<file path="src/rtl/lpddr2_responder.sv">
// CPU-side request front end for an LPDDR2 Avalon-MM backend: edge-triggered
// read/write requests, one outstanding command, read timeout and sticky error.
module lpddr2_responder #(
  parameter int unsigned TIMEOUT_CYCLES = 255,
  parameter logic [31:0] ERR_WORD       = 32'hDEADBEEF
) (
  input  logic        clk,
  input  logic        rst,
  input  logic [26:0] address,
  input  logic [31:0] write_data,
  input  logic        read_req,
  input  logic        write_req,
  output logic [31:0] read_data,
  output logic        busy,
  output logic        done,
  output logic        err,
  output logic [26:0] avl_address,
  output logic [31:0] avl_writedata,
  output logic        avl_read,
  output logic        avl_write,
  input  logic        avl_waitrequest,
  input  logic [31:0] avl_readdata,
  input  logic        avl_readdatavalid
);

  localparam int unsigned AW = 27;
  localparam int unsigned DW = 32;
  localparam int unsigned CW = 16;

  localparam logic [2:0] S_IDLE     = 3'd0;
  localparam logic [2:0] S_WR_ISSUE = 3'd1;
  localparam logic [2:0] S_RD_ISSUE = 3'd2;
  localparam logic [2:0] S_RD_WAIT  = 3'd3;
  localparam logic [2:0] S_DONE     = 3'd4;

  localparam logic [CW-1:0] CNT_LAST = CW'(TIMEOUT_CYCLES - 1);

  logic [2:0]    state_q, state_d;
  logic          rd_req_q, rd_req_d;
  logic          wr_req_q, wr_req_d;
  logic          pending_rd_q, pending_rd_d;
  logic [CW-1:0] cnt_q, cnt_d;
  logic [DW-1:0] read_data_q, read_data_d;
  logic [AW-1:0] avl_address_q, avl_address_d;
  logic [DW-1:0] avl_writedata_q, avl_writedata_d;
  logic          avl_read_q, avl_read_d;
  logic          avl_write_q, avl_write_d;
  logic          busy_q, busy_d;
  logic          done_q, done_d;
  logic          err_q, err_d;

  logic rd_edge_c;
  logic wr_edge_c;

  assign rd_edge_c = read_req & ~rd_req_q;
  assign wr_edge_c = write_req & ~wr_req_q;

  // Next-state and registered-output computation
  always_comb begin
    state_d         = state_q;
    rd_req_d        = read_req;
    wr_req_d        = write_req;
    pending_rd_d    = pending_rd_q;
    cnt_d           = cnt_q;
    read_data_d     = read_data_q;
    avl_address_d   = avl_address_q;
    avl_writedata_d = avl_writedata_q;
    err_d           = err_q;
    done_d          = (state_q == S_DONE);

    // Any request edge outside IDLE is dropped for good
    if ((state_q != S_IDLE) && (rd_edge_c || wr_edge_c)) begin
      err_d = 1'b1;
    end

    case (state_q)
      S_IDLE: begin
        if (wr_edge_c) begin
          avl_address_d   = address;
          avl_writedata_d = write_data;
          pending_rd_d    = rd_edge_c;
          state_d         = S_WR_ISSUE;
        end else if (rd_edge_c) begin
          avl_address_d = address;
          state_d       = S_RD_ISSUE;
        end
      end
      S_WR_ISSUE: begin
        if (avl_write_q && !avl_waitrequest) begin
          state_d = S_DONE;
        end
      end
      S_RD_ISSUE: begin
        if (avl_read_q && !avl_waitrequest) begin
          cnt_d   = '0;
          state_d = S_RD_WAIT;
        end
      end
      S_RD_WAIT: begin
        if (avl_readdatavalid) begin
          read_data_d = avl_readdata;
          state_d     = S_DONE;
        end else begin
          cnt_d = cnt_q + CW'(1);
          if (cnt_q == CNT_LAST) begin
            read_data_d = ERR_WORD;
            err_d       = 1'b1;
            state_d     = S_DONE;
          end
        end
      end
      S_DONE: begin
        if (pending_rd_q) begin
          pending_rd_d = 1'b0;
          state_d      = S_RD_ISSUE;
        end else begin
          state_d = S_IDLE;
        end
      end
      default: begin
        state_d = S_IDLE;
      end
    endcase

    // Strobes and busy track the state being entered so they align with it
    avl_read_d  = (state_d == S_RD_ISSUE);
    avl_write_d = (state_d == S_WR_ISSUE);
    busy_d      = (state_d != S_IDLE);
  end

  always_ff @(posedge clk or posedge rst) begin
    if (rst) begin
      state_q         <= S_IDLE;
      rd_req_q        <= 1'b0;
      wr_req_q        <= 1'b0;
      pending_rd_q    <= 1'b0;
      cnt_q           <= '0;
      read_data_q     <= '0;
      avl_address_q   <= '0;
      avl_writedata_q <= '0;
      avl_read_q      <= 1'b0;
      avl_write_q     <= 1'b0;
      busy_q          <= 1'b0;
      done_q          <= 1'b0;
      err_q           <= 1'b0;
    end else begin
      state_q         <= state_d;
      rd_req_q        <= rd_req_d;
      wr_req_q        <= wr_req_d;
      pending_rd_q    <= pending_rd_d;
      cnt_q           <= cnt_d;
      read_data_q     <= read_data_d;
      avl_address_q   <= avl_address_d;
      avl_writedata_q <= avl_writedata_d;
      avl_read_q      <= avl_read_d;
      avl_write_q     <= avl_write_d;
      busy_q          <= busy_d;
      done_q          <= done_d;
      err_q           <= err_d;
    end
  end

  assign read_data     = read_data_q;
  assign busy          = busy_q;
  assign done          = done_q;
  assign err           = err_q;
  assign avl_address   = avl_address_q;
  assign avl_writedata = avl_writedata_q;
  assign avl_read      = avl_read_q;
  assign avl_write     = avl_write_q;

endmodule
</file>
<file path="config.mk">
export PLATFORM = sky130hd
export DESIGN_NAME = lpddr2_responder
export DESIGN_NICKNAME = d
export VERILOG_FILES = /design/src/rtl/lpddr2_responder.sv
export SDC_FILE = /design/constraint.sdc
export NUM_CORES = 1
export LEC_CHECK = 0
export CORE_MARGIN = 5
export CORE_UTILIZATION = 43
export DETAILED_ROUTE_END_ITERATION = 10
export PLACE_DENSITY = 0.8
export SLEW_MARGIN = 20
export SYNTH_ARGS = -nofsm -noshare
export SYNTH_HDL_FRONTEND = slang
export SYNTH_SLANG_ARGS = --single-unit
</file>
<file path="constraint.sdc">
create_clock -name clk -period 5.69 [get_ports clk]
set_clock_uncertainty 0.15 [all_clocks]
set_input_delay 1.138 -clock clk [delete_from_list [all_inputs] [get_ports clk]]
set_output_delay 1.138 -clock clk [all_outputs]
set_load 0.1 [all_outputs]
</file>
==> impl_metrics.py, run 1 <==
metrics = {
    "timing": {
        "setup_viol": 0,
        "finalSetupTns_ps": 0,
        "grt_setup_unrepaired": "false",
        "slew_headroom_pct": 31.47,
        "slew_violations": 0,
        "fin_crit_sh_pct": 58.72,
        "final_hold_viol_count": 0,
        "tightest_slew_ps": 1025,
        "fin_crit_ps": 3341,
        "max_freq_ghz": 0.2993,
    },
    "worst_hold_path": {
        "hold_class": "flip-flop to flip-flop",
    },
    "worst_setup_path": {
        "end_kind": "primary output",
        "path_max_fanout": 2,
        "worstSetupPathType": "flip-flop to primary output",
        "start_kind": "flip-flop",
        "crit_required_ps": 4400,
        "worstPathArrival_ps": 2050,
        "path_cells": "clkdlybuf4s50_1",
        "cpPeakStageDelay_ps": 1180,
        "crit_family": "buffers and inverters",
        "slowest_stage": "clkdlybuf4s50_1",
        "worst-path-buf-inv": 1,
    },
    "synth": {
        "synth_common_cells": "dfrtp_1 (118), mux2_2 (48), o22a_1 (24), nand2_1 (18), o21ai_0 (14)",
        "async_flop_share_pct": 100.0,
        "synth-edff-count": 0,
        "synth.distinct_cells": 51,
        "synth_nets": 439,
        "syn_area_sq_mm": 0.004750,
        "yosysSeqAreaShare_pct": 62.17,
        "synth-main-ff-cell": "dfrtp_1",
        "yosysMostFrequentCell": "dfrtp_1",
        "synth.area.top_cells": "dfrtp_1 (62%), mux2_2 (11%), o22a_1 (4.4%)",
        "synthCells": 340,
        "yosysWarnings": 0,
        "synth_top_area_share_pct": 62.17,
        "synth-seq-cells": 118,
        "synth_top_area_cell": "dfrtp_1",
        "synth_area_per_cell_sq_um": 13.97,
    },
    "finish": {
        "nFillCells": 807,
        "n_antenna_cell": 0,
        "areaGrowthSynthToFinish_pct": 53.58,
        "fin_nets": 634,
        "drive_gt1_share_pct": 16.61,
    },
    "die": {
        "ios": 193,
        "core_sq_mm": 0.01084,
        "die_area_sq_mm": 0.01325,
        "initial_utilization_pct": 43.81,
        "fp.dieH_microns": 115.1,
        "die_x_microns": 115.1,
        "rows": 38,
    },
    "clock_tree": {
        "clock_path_buffers": 2,
        "htreeDepth": 4,
        "cts_made_buffers": 17,
        "clk_pin_slew_worst_paths_ps": 60,
        "cts-root-buf": "clkbuf_8",
        "cts_sinks": 118,
        "cts_setup_buffers": 0,
        "postCtsResizedCells": 0,
        "insertion_delay_ps": 510,
        "cts_tree": "built",
        "cts_hold_buf": 0,
    },
    "routing": {
        "routed_via_density": 5.227,
        "drt-total-wl_microns": 12500,
        "drt_iter0_drc": 244,
        "via_count": 3596,
        "first_pass_iters": 4,
        "wire_per_inst_microns": 18.17,
        "drc": 0,
        "ant_nets": 0,
    },
    "global_route": {
        "grt_start_max_net_pins": 83,
        "track_usage_pct": 19.80,
        "grt_pass1_wl_microns": 20290,
        "grt_remaining_overflow": 0,
        "grt_antenna_before_repair": 0,
        "grt_pass1_vias": 3937,
    },
    "run_status": {
        "status": "complete, no violations",
    },
    "placement": {
        "io_buffers": 192,
        "dp_hpwl_microns": 9019,
        "gp_congestion": 0.8390,
    },
    "job": {
        "cap_viol_max_count": 0,
    },
}
## metrics by stage
step                      instance area [sq um]  worst slack (ps)  utilization (%)  cells  hold slack (ps)
after detailed placement                   6749              2330            62.26    656            320.5
after floorplan                            4750              1273                -    340            299.5
after global routing                       7295              2299            67.29    688            354.1
final                                      7295              2349            67.29    688            333.7
after global placement                     6749              2407            62.26    656            311.3
after CTS                                  7289              2322            67.24    688            339.6
## logic make-up (layout without fill, tap and decap cells)
family,count (synthesis),after routing,synth area share [%]
AOI/OAI and AO/OA,74,74,11.88
DFF,118,118,62.17
muxes,61,61,14.41
and+or+nand+nor,64,64,8.350
adders and majority gates,2,2,0.5268
buffers and inverters,21,229,2.661
## cell usage in the layout (no fill, tap or decap), types with 7 or more instances in the layout
| master | count |
|---|---|
| a21oi_1 | 7 |
| a22o_1 | 8 |
| clkbuf_16 | 16 |
| clkdlybuf4s50_1 | 192 |
| dfrtp_1 | 118 |
| mux2_1 | 11 |
| mux2_2 | 48 |
| nand2_1 | 17 |
| o21ai_0 | 14 |
| o22a_1 | 24 |
## cell type report
class                      count  area [sq um]  area share (%)
clock inverter                12         105.1           1.441
timing repair buffer         194          1937           26.55
tap                          140         175.2           2.401
multi-input combinational    201          1673           22.93
inverter                       3         16.27          0.2230
sequential                   118          2953           40.48
clock buffer                  20         435.4           5.969
## sequential cells by signal, indices dropped and copies added, names as in the netlist
| name | flops |
|---|---|
| done | 1 |
| avl_address | 27 |
| state_q | 3 |
| rd_req_q | 1 |
| read_data | 32 |
| avl_writedata | 32 |
| pending_rd_q | 1 |
| err | 1 |
| cnt_q | 16 |
| avl_write | 1 |
| busy | 1 |
| avl_read | 1 |
| wr_req_q | 1 |
## path summary, 6_finish.rpt
path                                  from               to  slack, ps  cells after the start
max in group asynchronous              rst   avl_address[8]       3420                      3
min in group asynchronous              rst  avl_address[15]        980                      2
min                          read_data[30]    read_data[30]        330                      1
min reg2reg                  read_data[30]    read_data[30]        330                      1
max                        avl_address[23]  avl_address[23]       2350                      1
max reg2reg                       cnt_q[0]    read_data[23]       3240                      6
## per-layer routing
metal	GRT usage, %	vias up	wire length [microns]
met5	0	-	0
met4	6.964	0	364
met3	9.474	29	1124
met2	32.21	152	6171
met1	22.97	1755	4840
li1	-	1660	-
Power of run 1 is not shown: default switching activity piles up to over one toggle a cycle in this logic, so the estimate is an artifact.
==> inputs of run 2 (changes only) <==
--- a/config.mk
+++ b/config.mk
@@ -6,9 +6,9 @@
 export NUM_CORES = 1
 export LEC_CHECK = 0
 export CORE_MARGIN = 5
-export CORE_UTILIZATION = 43
+export CORE_UTILIZATION = 39
 export DETAILED_ROUTE_END_ITERATION = 10
-export PLACE_DENSITY = 0.8
+export PLACE_DENSITY = 0.76
 export SLEW_MARGIN = 20
 export SYNTH_ARGS = -nofsm -noshare
 export SYNTH_HDL_FRONTEND = slang
==> constraint.sdc (replaced) <==
create_clock -name clk -period 2.7 [get_ports clk]
set_clock_uncertainty 0.15 [all_clocks]
set_input_delay 0.54 -clock clk [delete_from_list [all_inputs] [get_ports clk]]
set_output_delay 0.54 -clock clk [all_outputs]
set_load 0.1 [all_outputs]
==> impl_metrics.py, run 2 (synthesized netlist as in run 1, its figures left out) <==
metrics = {
    "run_status": {
        "status": "complete, no violations",
    },
    "finish": {
        "final_cell_mix": "dfrtp_1 (118), buf_4 (102), clkdlybuf4s50_1 (96)",
        "areaGrowthSynthToFinish_pct": 49.68,
        "drive_gt1_share_pct": 34.24,
        "fin_nets": 641,
        "layout_commonest_cell": "dfrtp_1",
        "utilization_pct": 59.44,
        "n_antenna_cell": 0,
    },
    "routing": {
        "first_pass_iters": 4,
        "drc": 0,
        "via_count": 3569,
        "drt-total-wl_microns": 11950,
        "drt_iter0_drc": 187,
        "wire_per_inst_microns": 17.18,
        "ant_nets": 0,
        "routed_via_density": 5.128,
    },
    "worst_hold_path": {
        "holdPathStages": 1,
        "hold_class": "flip-flop to flip-flop",
    },
    "die": {
        "core_sq_mm": 0.01196,
        "ios": 193,
        "initial_utilization_pct": 39.71,
        "die_x_microns": 120.4,
        "fp.dieH_microns": 120.4,
        "rows": 40,
        "die_area_sq_mm": 0.01449,
    },
    "timing": {
        "tightest_slew_ps": 762.4,
        "fin_crit_ps": 2439,
        "max_freq_ghz": 0.4100,
        "setup_viol": 0,
        "slew_violations": 0,
        "finalSetupTns_ps": 0,
        "whs_ps": 335.8,
        "grt_setup_unrepaired": "false",
        "fin_crit_sh_pct": 90.33,
        "final_hold_viol_count": 0,
        "slew_headroom_pct": 49.05,
    },
    "worst_setup_path": {
        "slowest_stage": "nor4_4",
        "path_max_fanout": 24,
        "worst-path-buf-inv": 1,
        "crit_family": "simple AND/OR/NAND/NOR gates",
        "crit_required_ps": 2880,
        "end_kind": "flip-flop",
        "cpPeakStageDelay_ps": 580,
        "rr_worst_depth": 6,
        "worstPathArrival_ps": 2620,
        "worstSetupPathType": "flip-flop to flip-flop",
        "worst-path-stages": 6,
        "path_cells": "inv_1 -> ha_1 -> or4b_4 -> nor4_4 -> o21a_4 -> o22a_1",
        "start_kind": "flip-flop",
    },
    "global_route": {
        "grt_antenna_before_repair": 0,
        "grt_pass1_vias": 3824,
        "track_usage_pct": 16.94,
        "grt_start_max_net_pins": 34,
        "grt_pass1_wl_microns": 19450,
        "grt_remaining_overflow": 0,
    },
    "placement": {
        "dp_hpwl_microns": 9051,
        "gp_congestion": 0.8694,
        "io_buffers": 192,
    },
    "clock_tree": {
        "cts_hold_buf": 0,
        "cts_sinks": 118,
        "cts_made_buffers": 17,
        "cts-root-buf": "clkbuf_16",
        "cts_setup_buffers": 0,
        "htreeDepth": 4,
        "postCtsResizedCells": 0,
        "clock_path_buffers": 2,
        "cts_tree": "built",
        "clk_pin_slew_worst_paths_ps": 50,
        "insertion_delay_ps": 410,
    },
    "job": {
        "cap_viol_max_count": 0,
    },
}
## run 2: changes by cell type in the layout (fill, tap and decap cells not counted), moves of 2 or more
cell	previous run	this run
buf_4	2	102
clkinvlp_4	5	3
inv_6	2	0
buf_12	0	3
clkdlybuf4s50_1	192	96
## run 2: through the flow
stage          instances  area, sq um  setup WS, ps
4_1_cts              696         7109         272.0
3_5_place_dp         670         6609         101.9
2_1_floorplan        340         4753         404.2
3_3_place_gp         670         6609         121.5
6_report             696         7109         261.1
5_1_grt              696         7109         162.2
## run 2: worst paths after layout
kind                               startpoint                end  slack (ps)
worst max-delay path                 cnt_q[0]      read_data[19]         260
worst min-delay path            read_data[25]      read_data[25]         340
worst max register to register       cnt_q[0]      read_data[19]         260
worst min register to register  read_data[25]      read_data[25]         340
max in group asynchronous                 rst  avl_writedata[24]        1450
min in group asynchronous                 rst               busy         380
## run 2: area by class of cell
cell class	instances	area (sq um)
fill	957	4852
sequential	118	2953
timing repair buffer	201	1787
multi-input combinational	201	1670
clock buffer	21	470.5
tap	147	183.9
clock inverter	5	30.03
inverter	3	15.01
## run 2: layer usage
layer  global-route usage, %  routed length (microns)
met5                       0                        0
met4                   7.224                      280
met2                   26.69                     5733
met3                   6.782                     1065
met1                   20.71                     4874
Power of run 2 is left out for the same reason.
